$ cat src/rtl/trace_fifo.sv
// Trace byte FIFO with a drain sequencer that feeds a UART serializer over a
// start/done handshake; dropped pushes raise a sticky overflow flag.
module trace_fifo #(
  parameter int unsigned DEPTH  = 16,
  parameter int unsigned WIDTH  = 8,
  parameter int unsigned ACK_TO = 64
) (
  input  logic                     clk_i,
  input  logic                     rst_i,
  input  logic                     wr_en_i,
  input  logic [WIDTH-1:0]         wr_data_i,
  output logic                     full_o,
  output logic                     empty_o,
  output logic [$clog2(DEPTH):0]   count_o,
  output logic                     ovf_o,
  input  logic                     ovf_clr_i,
  output logic [WIDTH-1:0]         tx_data_o,
  output logic                     tx_start_o,
  input  logic                     tx_done_i
);

  localparam int unsigned AW = $clog2(DEPTH);
  localparam int unsigned CW = AW + 1;
  localparam int unsigned TW = $clog2(ACK_TO + 1);

  typedef enum logic [1:0] {StIdle, StAck, StBusy} state_e;

  logic [WIDTH-1:0] mem_q [DEPTH];
  logic [AW-1:0]    wr_ptr_q, rd_ptr_q;
  logic [CW-1:0]    count_q, count_d;
  logic             full_q, empty_q, ovf_q;
  logic [WIDTH-1:0] tx_data_q;
  logic             tx_start_q;
  logic [TW-1:0]    to_cnt_q;
  state_e           state_q;

  logic push, pop, drop;

  // Push qualifies on the registered full flag, so a pop in the same cycle
  // cannot make room for a push arriving at full.
  assign push = wr_en_i && !full_q;
  assign drop = wr_en_i && full_q;
  assign pop  = (state_q == StIdle) && !empty_q && tx_done_i;

  always_comb begin
    count_d = count_q;
    if (push && !pop) begin
      count_d = count_q + CW'(1);
    end else if (!push && pop) begin
      count_d = count_q - CW'(1);
    end
  end

  always_ff @(posedge clk_i) begin
    if (!rst_i && push) begin
      mem_q[wr_ptr_q] <= wr_data_i;
    end
  end

  always_ff @(posedge clk_i) begin
    if (rst_i) begin
      wr_ptr_q <= '0;
      rd_ptr_q <= '0;
      count_q  <= '0;
      full_q   <= 1'b0;
      empty_q  <= 1'b1;
      ovf_q    <= 1'b0;
    end else begin
      if (push) wr_ptr_q <= wr_ptr_q + AW'(1);
      if (pop)  rd_ptr_q <= rd_ptr_q + AW'(1);
      count_q <= count_d;
      full_q  <= (count_d == CW'(DEPTH));
      empty_q <= (count_d == '0);
      if (drop) begin
        ovf_q <= 1'b1;
      end else if (ovf_clr_i) begin
        ovf_q <= 1'b0;
      end
    end
  end

  always_ff @(posedge clk_i) begin
    if (rst_i) begin
      state_q    <= StIdle;
      tx_data_q  <= '0;
      tx_start_q <= 1'b0;
      to_cnt_q   <= '0;
    end else begin
      tx_start_q <= 1'b0;
      unique case (state_q)
        StIdle: begin
          if (pop) begin
            tx_data_q  <= mem_q[rd_ptr_q];
            tx_start_q <= 1'b1;
            to_cnt_q   <= '0;
            state_q    <= StAck;
          end
        end
        StAck: begin
          // A serializer that never reports busy is treated as having sent the byte.
          if (!tx_done_i) begin
            state_q <= StBusy;
          end else if (to_cnt_q == TW'(ACK_TO - 1)) begin
            state_q <= StIdle;
          end else begin
            to_cnt_q <= to_cnt_q + TW'(1);
          end
        end
        StBusy: begin
          if (tx_done_i) state_q <= StIdle;
        end
        default: state_q <= StIdle;
      endcase
    end
  end

  assign full_o     = full_q;
  assign empty_o    = empty_q;
  assign count_o    = count_q;
  assign ovf_o      = ovf_q;
  assign tx_data_o  = tx_data_q;
  assign tx_start_o = tx_start_q;

endmodule

$ cat config.mk
export PLATFORM = sky130hd
export DESIGN_NAME = trace_fifo
export DESIGN_NICKNAME = d
export VERILOG_FILES = /design/src/rtl/trace_fifo.sv
export SDC_FILE = /design/constraint.sdc
export NUM_CORES = 1
export LEC_CHECK = 0
export BUFFER_PORTS_ARGS = -buffer_cell sky130_fd_sc_hd__buf_4
export CAP_MARGIN = 20
export CORE_UTILIZATION = 55
export CTS_CLUSTER_SIZE = 40
export DETAILED_ROUTE_END_ITERATION = 6
export PLACE_DENSITY = 0.8
export SYNTH_ARGS = -nofsm -noshare
export SYNTH_HDL_FRONTEND = slang
export SYNTH_SLANG_ARGS = --single-unit
$ cat constraint.sdc
create_clock -name clk_i -period 4.57 [get_ports clk_i]
set_input_delay 0.2285 -clock clk_i [delete_from_list [all_inputs] [get_ports clk_i]]
set_output_delay 0.2285 -clock clk_i [all_outputs]
set_load 0.01 [all_outputs]
==> impl_metrics.toml, run 1 <==
[setup_path]
critPathLaunchType = "register"
crit_path_end_kind = "register"
cp_max_fo = 22
max_stage_delay_ps = 840
cp_cell_sequence = "buf_4, mux4_2, a22oi_1, a21oi_1, a21oi_1, nor2_1"
slowest_stage = "dfxtp_2"
criticalPathCategory = "register to register"
crit_top_cell = "a21oi_1"
crit_arrival_ps = 2830
cp_data_required_time_ps = 4860

[route]
wl_per_cell_um = 21.5
drt-total-wl_um = 12300
drc = 0
viasPerCell = 6.19
drt-initial-drc-count = 350
dr.pass1.iters = 4
via_count = 3534
drt.antenna.violating_nets = 0

[synthesis]
synth_area_um2 = 6380
synthFlopType = "edfxtp_1"
synth_area_leader_cell = "edfxtp_1"
ys_seq_elements = 162
synth_edf_count = 128
synthCells = 384
ys_seq_area_share_pct = 70.9
syn_nets = 405
synth.most_common_cell = "edfxtp_1"
ys_top_cells_by_count = "edfxtp_1 (128), nor2_1 (45), dfxtp_1 (34), mux4_2 (32), a21oi_1 (21)"
async_flop_share_pct = 0
synth_warnings = 0
synth.avg_cell_area_um2 = 16.6
synth_top_area_share_pct = 60.2
yosysUniqueCellTypes = 43
synth_top_cells_by_area = "edfxtp_1 (60%), mux4_2 (11%), dfxtp_1 (11%)"

[clocking]
clkLatencyLatePin_ps = 420
clk_pin_slew_ps = 60
cts_tree = "built"
cts_buffers = 17
cts_root_buf = "clkbuf_16"
clockBufferDepth = 2
h-tree-depth = 4
post_cts_resized = 0
clock-sinks = 162

[floorplanning]
boundaryPins = 30
die_area_um2 = 12000
coreArea_um2 = 11100
die-height_um = 110
die_x_um = 110
initial_core_util_pct = 57.6
rows = 38

[sta]
rsz0062_at_grt = "no"
slew_headroom_pct = 31.0
fin_crit_ps = 2540
setup_viol = 0
tightest_slew_ps = 1030
fmax_mhz = 394
whs_ps = 68.1
skew_ps = 6.54
slew_violations = 0
fin_tns_setup_ps = 0
finalHoldViolCount = 0
fin_crit_sh_pct = 55.5

[cells_and_area]
layout.nets = 439
multiInputGateArea_um2 = 1770
area_growth_pct = 14.5
diodes = 0
stdcell_area_um2 = 7310
drive_gt1_share_pct = 23.4
seqCellArea_um2 = 4530
fill_cells = 748

[grt]
grt_antenna_before_repair = 0
grt_pass1_wl_um = 18600
grt_max_degree = 34
gr-usage-met1_pct = 30.8
grtUsageMet3_pct = 7.53
gr-usage-met2_pct = 33.2
grt_overflow = 0
grt_busiest_layer = "met2"
grt_util_all_layers_pct = 22.4
grt_pass1_vias = 3337

[placed_design]
placed_cell_area_um2 = 6730
port_buffers = 29
place_congestion = 0.790
dpl.hpwl_um = 7570

[power_and_ir_drop]
p_leak_nw = 2.38
max-vdd-ir-drop_uv = 357
power_density_nw_per_um2 = 469

[hold_path]
min_path_type = "input port to register"

[status]
status = "finished, final reports clean"

[run]
drv_cap = 0
## final cells by class
type | instances | area share (%)
sequential | 162 | 61.9
multi-input combinational | 199 | 24.2
clock buffer | 19 | 5.92
timing repair buffer | 33 | 3.42
tap | 140 | 2.40
clock inverter | 13 | 1.88
inverter | 5 | 0.257
## kinds of logic after synthesis
family	after synthesis	synth area share, %
flops	162	70.9
xor+xnor	15	2.06
compound gates	48	5.06
mux	32	11.3
buf+inv	23	1.45
fa+ha+maj	8	1.57
simple gates	96	7.72
## power by group
part | total, W | switching (W) | internal [W]
sequential | 0.00170 | 0.0000689 | 0.00163
combinational | 0.000372 | 0.000184 | 0.000187
clock | 0.00136 | 0.000555 | 0.000802
## layout by cell type (no fill, tap or decap), types with 3 or more instances in the layout
master | Yosys | routed
nand4_1 | 5 | 5
buf_4 | 0 | 32
xnor2_1 | 6 | 6
nor2_1 | 45 | 45
dfxtp_1 | 34 | 33
nand3_1 | 4 | 4
a22oi_1 | 16 | 16
clkinvlp_4 | 0 | 5
nand2_1 | 17 | 17
ha_1 | 8 | 8
edfxtp_1 | 128 | 128
inv_1 | 5 | 5
a21oi_1 | 21 | 21
xor2_1 | 9 | 9
nand2b_1 | 5 | 5
nor2b_1 | 3 | 3
mux4_2 | 32 | 32
clkbuf_16 | 0 | 17
## state kept, by name, summed over array words and instances, names as in the netlist
signal,flops
count_o,5
empty_o,1
full_o,1
mem_q,128
ovf_o,1
rd_ptr_q,4
state_q,2
to_cnt_q,7
tx_data_o,8
tx_start_o,1
wr_ptr_q,4
## routing by layer
layer  part of all wire [%]  wire length [µm]
met2                     47              5800
met1                     44              5440
met3                    6.9               848
met4                    1.3               159
met5                      0                 0
## through the flow
step | power (W) | instances | util [%] | worst slack [ps]
floorplan | 0.00198 | 384 | - | 2680
global placement | 0.00209 | 538 | 60.7 | 2000
detailed placement | 0.00210 | 538 | 60.7 | 1980
CTS | 0.00345 | 571 | 66.0 | 1960
global route | 0.00355 | 571 | 66.0 | 1790
finish | 0.00343 | 571 | 66.0 | 2030
## timing repair
item,in CTS,in global routing
hold buffers,1,0
setup buffers,0,0
setup endpoints to repair,0,0
endpoints found under the hold margin,1,0
## worst paths after layout
check	end	depth (start not counted)	start	slack (ps)
worst max-delay path	tx_data_o[6]$_SDFFE_PP0P_	6	rd_ptr_q[0]$_SDFFE_PP0P_	2030
worst min-delay path	ovf_o$_SDFFE_PP0P_	3	ovf_clr_i	70
worst max register to register	tx_data_o[6]$_SDFFE_PP0P_	6	rd_ptr_q[0]$_SDFFE_PP0P_	2030
worst min register to register	to_cnt_q[6]$_SDFFE_PP0P_	2	to_cnt_q[6]$_SDFFE_PP0P_	430
## worst max-delay path: cells and delay by family, from the launching register on
kind | cells | cell delay, ps
multiplexers | 1 | 550
AO/OA/AOI/OAI | 3 | 530
flip-flops | 1 | 840
AND/OR/NAND/NOR | 1 | 60
buffers and inverters | 1 | 420
No activity file was read; power rests on OpenSTA's default activity.
==> run 2: changes to the inputs <==
--- a/config.mk
+++ b/config.mk
@@ -10,7 +10,7 @@
 export CORE_UTILIZATION = 55
 export CTS_CLUSTER_SIZE = 40
 export DETAILED_ROUTE_END_ITERATION = 6
-export PLACE_DENSITY = 0.8
+export PLACE_DENSITY = 0.82
 export SYNTH_ARGS = -nofsm -noshare
 export SYNTH_HDL_FRONTEND = slang
 export SYNTH_SLANG_ARGS = --single-unit
==> constraint.sdc (replaced) <==
create_clock -name clk_i -period 2.14 [get_ports clk_i]
set_input_delay 0.107 -clock clk_i [delete_from_list [all_inputs] [get_ports clk_i]]
set_output_delay 0.107 -clock clk_i [all_outputs]
set_load 0.01 [all_outputs]
==> impl_metrics.toml, run 2 (same netlist as run 1, synthesis figures left out) <==
[status]
status = "finished, final reports clean"

[placed_design]
port_buffers = 29
dp_slack_ps = 119
dpl.hpwl_um = 7820
place_congestion = 0.832

[grt]
grt_util_all_layers_pct = 23.0
grt_overflow = 0
grt_pass1_wl_um = 19400
grt_pass1_vias = 3502
grt_antenna_before_repair = 0
grt_max_degree = 36

[setup_path]
crit_path_end_kind = "register"
max_stage_delay_ps = 700
critPathLaunchType = "register"
ff2ff_path_depth = 5
cp_data_required_time_ps = 2460
crit_arrival_ps = 2360
criticalPathCategory = "register to register"
cp_cell_sequence = "or4b_1, nor4_4, a41oi_2, xor2_1, and4bb_1"
slowest_stage = "or4b_1"
cp_max_fo = 7

[cells_and_area]
area_growth_pct = 18.7
largest_register_ffs = 128
final_cell_mix = "edfxtp_1 (128), buf_4 (49), nor2_1 (45)"
diodes = 0
final_common_cell = "edfxtp_1"
layout.nets = 465
fill_cells = 661
regMostFlops = "mem_q"
drive_gt1_share_pct = 26.7

[clocking]
clock-sinks = 162
cts_root_buf = "clkbuf_16"
post_cts_resized = 0
clkLatencyLatePin_ps = 420
clockBufferDepth = 2
postCtsHoldBufs = 8
cts_buffers = 17
cts_tree = "built"
post_cts_buffers = 0
h-tree-depth = 4
clk_pin_slew_ps = 60

[sta]
rsz0062_at_grt = "no"
skew_ps = 5.79
fin_crit_sh_pct = 95.4
finalHoldViolCount = 0
whs_ps = 1.74
fin_ws_ps = 98.3
slew_headroom_pct = 57.1
slew_violations = 0
fin_crit_ps = 2040
setup_viol = 0
fin_tns_setup_ps = 0
tightest_slew_ps = 642
fmax_mhz = 490

[route]
drc = 0
via_count = 3543
viasPerCell = 5.93
drt-initial-drc-count = 361
wl_per_cell_um = 21.0
drt-total-wl_um = 12500
dr.pass1.iters = 5
drt.antenna.violating_nets = 0

[floorplanning]
die_x_um = 110
die_area_um2 = 12000
rows = 38
initial_core_util_pct = 57.6
boundaryPins = 30
die-height_um = 110
coreArea_um2 = 11100

[power_and_ir_drop]
seq_power_share_pct = 47.1
switching_power_w = 0.00180
switching_share_pct = 23.8
max-vdd-ir-drop_uv = 666
pwr-share-clk_pct = 40.8
p_leak_nw = 2.55
pwr-share-comb_pct = 12.1
power_density_nw_per_um2 = 999
intPower_w = 0.00576

[run]
drv_cap = 0

[hold_path]
hold_depth = 1
min_path_type = "input port to register"
## run 2: layout make-up
cell class              count  area, µm²  share of cell area, %
clock buffers              17        425                   5.61
multi-input cells         199       1770                   23.3
inverters                   5       18.8                  0.248
flip-flops and latches    162       4530                   59.7
clock inverters            15        176                   2.33
well taps                 140        175                   2.31
repair buffers             59        488                   6.44
## run 2: final timing paths
check                                         startpoint  slack (ps)                        to
worst min-delay path                        wr_data_i[6]           2     mem_q[5][6]$_DFFE_PP_
worst max-delay path             state_q[1]$_SDFFE_PP0P_         100         full_o$_SDFF_PP0_
worst max register to register   state_q[1]$_SDFFE_PP0P_         100         full_o$_SDFF_PP0_
worst min register to register  to_cnt_q[6]$_SDFFE_PP0P_         460  to_cnt_q[6]$_SDFFE_PP0P_
## run 2: metrics by stage
| step | util, % | total power (W) | instance area, µm² | cells |
|---|---|---|---|---|
| floorplan | - | 0.00422 | 6380 | 384 |
| global placement | 62.2 | 0.00448 | 6900 | 557 |
| detailed placement | 62.2 | 0.00453 | 6900 | 557 |
| CTS | 68.4 | 0.00758 | 7580 | 597 |
| global route | 68.4 | 0.00779 | 7580 | 597 |
| finish | 68.4 | 0.00757 | 7580 | 597 |
## run 2: critical path: cells and delay by family, from the launching register on
family	cells	cell delay, ps
xor+xnor	1	240
simple gates	3	1260
compound gates	1	60
flops	1	380
## run 2: power groups by stage
| stage | Combinational [W] | Clock (W) | Sequential [W] |
|---|---|---|---|
| 6_report | 0.000917 | 0.00309 | 0.00356 |
| 5_1_grt | 0.000986 | 0.00322 | 0.00357 |
| 4_1_cts | 0.000922 | 0.00310 | 0.00356 |
| 3_5_place_dp | 0.000896 | 0 | 0.00363 |
| 3_3_place_gp | 0.000860 | 0 | 0.00362 |
| 2_1_floorplan | 0.000583 | 0 | 0.00364 |
## run 2: routing by layer
| layer | track usage (%) | vias up | share of wire [%] |
|---|---|---|---|
| met1 | 29.8 | 1792 | 42 |
| li1 | - | 1618 | - |
| met2 | 39.0 | 113 | 52 |
| met4 | 8.10 | 0 | 1.7 |
| met5 | 0 | - | 0 |
| met3 | 4.56 | 20 | 4.1 |
==> run 3: changes to the inputs <==
--- a/config.mk
+++ b/config.mk
@@ -11,6 +11,7 @@
 export CTS_CLUSTER_SIZE = 40
 export DETAILED_ROUTE_END_ITERATION = 6
 export PLACE_DENSITY = 0.82
+export SETUP_SLACK_MARGIN = 0.2
 export SYNTH_ARGS = -nofsm -noshare
 export SYNTH_HDL_FRONTEND = slang
 export SYNTH_SLANG_ARGS = --single-unit
==> impl_metrics.toml, run 3 (same netlist as run 1, synthesis figures left out) <==
[setup_path]
crit_end = "full_o$_SDFF_PP0_"
timing.rr.end = "full_o$_SDFF_PP0_"
critPathLaunch = "state_q[1]$_SDFFE_PP0P_"
ff2ff_path_depth = 5
crit_path_end_kind = "register"
crit_arrival_ps = 2170
crit-reg2reg-launch = "state_q[1]$_SDFFE_PP0P_"
criticalPathCategory = "register to register"
cp_cell_sequence = "or4b_4, nor4_4, a41oi_2, xor2_2, and4bb_1"
critPathLaunchType = "register"
r2r_slack_ps = 290
cp_max_fo = 6
slowest_stage = "or4b_4"
cp_data_required_time_ps = 2460
max_stage_delay_ps = 610

[grt]
grt_max_degree = 36
grt_busiest_layer = "met2"
gr-usage-met1_pct = 29.8
grt_overflow = 0
grt_pass1_vias = 3508
grtUsageMet3_pct = 4.56
grt_util_all_layers_pct = 23.1
grt_pass1_wl_um = 19500
gr-usage-met2_pct = 39.2
grt_antenna_before_repair = 0

[sta]
fin_crit_sh_pct = 86.5
fin_tns_setup_ps = 0
skew_ps = 5.11
fmax_mhz = 540
slew_violations = 0
slew_headroom_pct = 53.9
finalHoldViolCount = 0
tightest_slew_ps = 690
rsz0062_at_grt = "no"
fin_crit_ps = 1850
setup_viol = 0
whs_ps = 5.42

[route]
drc = 0
drt.antenna.violating_nets = 0
viasPerCell = 6.19
via_count = 3712
wl_per_cell_um = 22.6
drt-initial-drc-count = 448
dr.pass1.iters = 5
drt-total-wl_um = 13600

[power_and_ir_drop]
switching_share_pct = 24.2
intPower_w = 0.00581
pwr-share-comb_pct = 13.1
switching_power_w = 0.00186
pwr-share-clk_pct = 40.3
max-vdd-ir-drop_uv = 664
p_leak_nw = 2.58
seq_power_share_pct = 46.6
power_density_nw_per_um2 = 1000

[hold_path]
min_path_type = "input port to register"
hold_depth = 1

[clocking]
cts_root_buf = "clkbuf_16"
cts_tree = "built"
clock-sinks = 162
clockBufferDepth = 2
cts_buffers = 17
clk_pin_slew_ps = 60
clkLatencyLatePin_ps = 420
h-tree-depth = 4

[cells_and_area]
largest_register_ffs = 128
layout.nets = 468
regMostFlops = "mem_q"
final_common_cell = "edfxtp_1"
final_cell_mix = "edfxtp_1 (128), buf_4 (50), nor2_1 (45)"
fin_util_pct = 69.1
area_growth_pct = 19.9
diodes = 0
drive_gt1_share_pct = 27.8

[floorplanning]
die_x_um = 110
die_area_um2 = 12000
coreArea_um2 = 11100
initial_core_util_pct = 57.6
boundaryPins = 30
rows = 38
die-height_um = 110

[run]
drv_cap = 0

[status]
status = "finished, final reports clean"

[placed_design]
dpl.hpwl_um = 7820
port_buffers = 29
place_congestion = 0.832
## run 3: per-layer routing
layer  vias to the layer above  wire length [µm]  part of all wire [%]
met2                       186              7030                    52
met4                         0               295                   2.2
met5                         -                 0                     0
met1                      1872              5380                    40
met3                        32               855                   6.3
li1                       1622                 -                     -
## run 3: how the worst min path moves through the flow
| stage | startpoint | to |
|---|---|---|
| 2_1_floorplan | tx_done_i | state_q[1]$_SDFFE_PP0P_ |
| 3_3_place_gp | tx_done_i | state_q[1]$_SDFFE_PP0P_ |
| 4_1_cts | wr_data_i[6] | mem_q[14][6]$_DFFE_PP_ |
| 3_5_place_dp | tx_done_i | state_q[1]$_SDFFE_PP0P_ |
| 6_report | wr_data_i[6] | mem_q[5][6]$_DFFE_PP_ |
| 5_1_grt | wr_data_i[6] | mem_q[14][6]$_DFFE_PP_ |
## run 3: power by group through the flow
stage | combinational (W) | clock (W) | sequential [W]
after detailed placement | 0.000896 | 0 | 0.00363
after CTS | 0.000925 | 0.00310 | 0.00356
after global routing | 0.00107 | 0.00323 | 0.00359
final | 0.00100 | 0.00309 | 0.00358
after floorplan | 0.000583 | 0 | 0.00364
after global placement | 0.000860 | 0 | 0.00362
## run 3: layout make-up
cell class	count	area, µm²
Clock inverter	15	176
Inverter	5	18.8
Sequential cell	162	4530
Fill cell	645	3420
Multi-Input combinational cell	199	1780
Tap cell	140	175
Clock buffer	17	425
Timing Repair Buffer	62	546
## run 3: critical path, delay by kind of cell, from the launching register on
family	cells	cell delay (ps)
XOR/XNOR	1	220
flip-flops	1	380
AO/OA/AOI/OAI	1	80
AND/OR/NAND/NOR	3	1050
## run 3: stage by stage
| step | setup slack, ps | area, µm² | total power, W | std cells |
|---|---|---|---|---|
| global placement | 227 | 6900 | 0.00448 | 557 |
| finish | 289 | 7650 | 0.00767 | 600 |
| detailed placement | 119 | 6900 | 0.00453 | 557 |
| global route | 133 | 7650 | 0.00789 | 600 |
| floorplan | 247 | 6380 | 0.00422 | 384 |
| CTS | 225 | 7580 | 0.00759 | 597 |
## run 3: what timing repair did
action,in CTS,in global routing
gates resized for setup,1,3
setup endpoints to repair,2,8
hold buffers,8,0
hold endpoints to repair,66,0
setup buffers,0,1
gates cloned,0,2
pin swaps,0,3
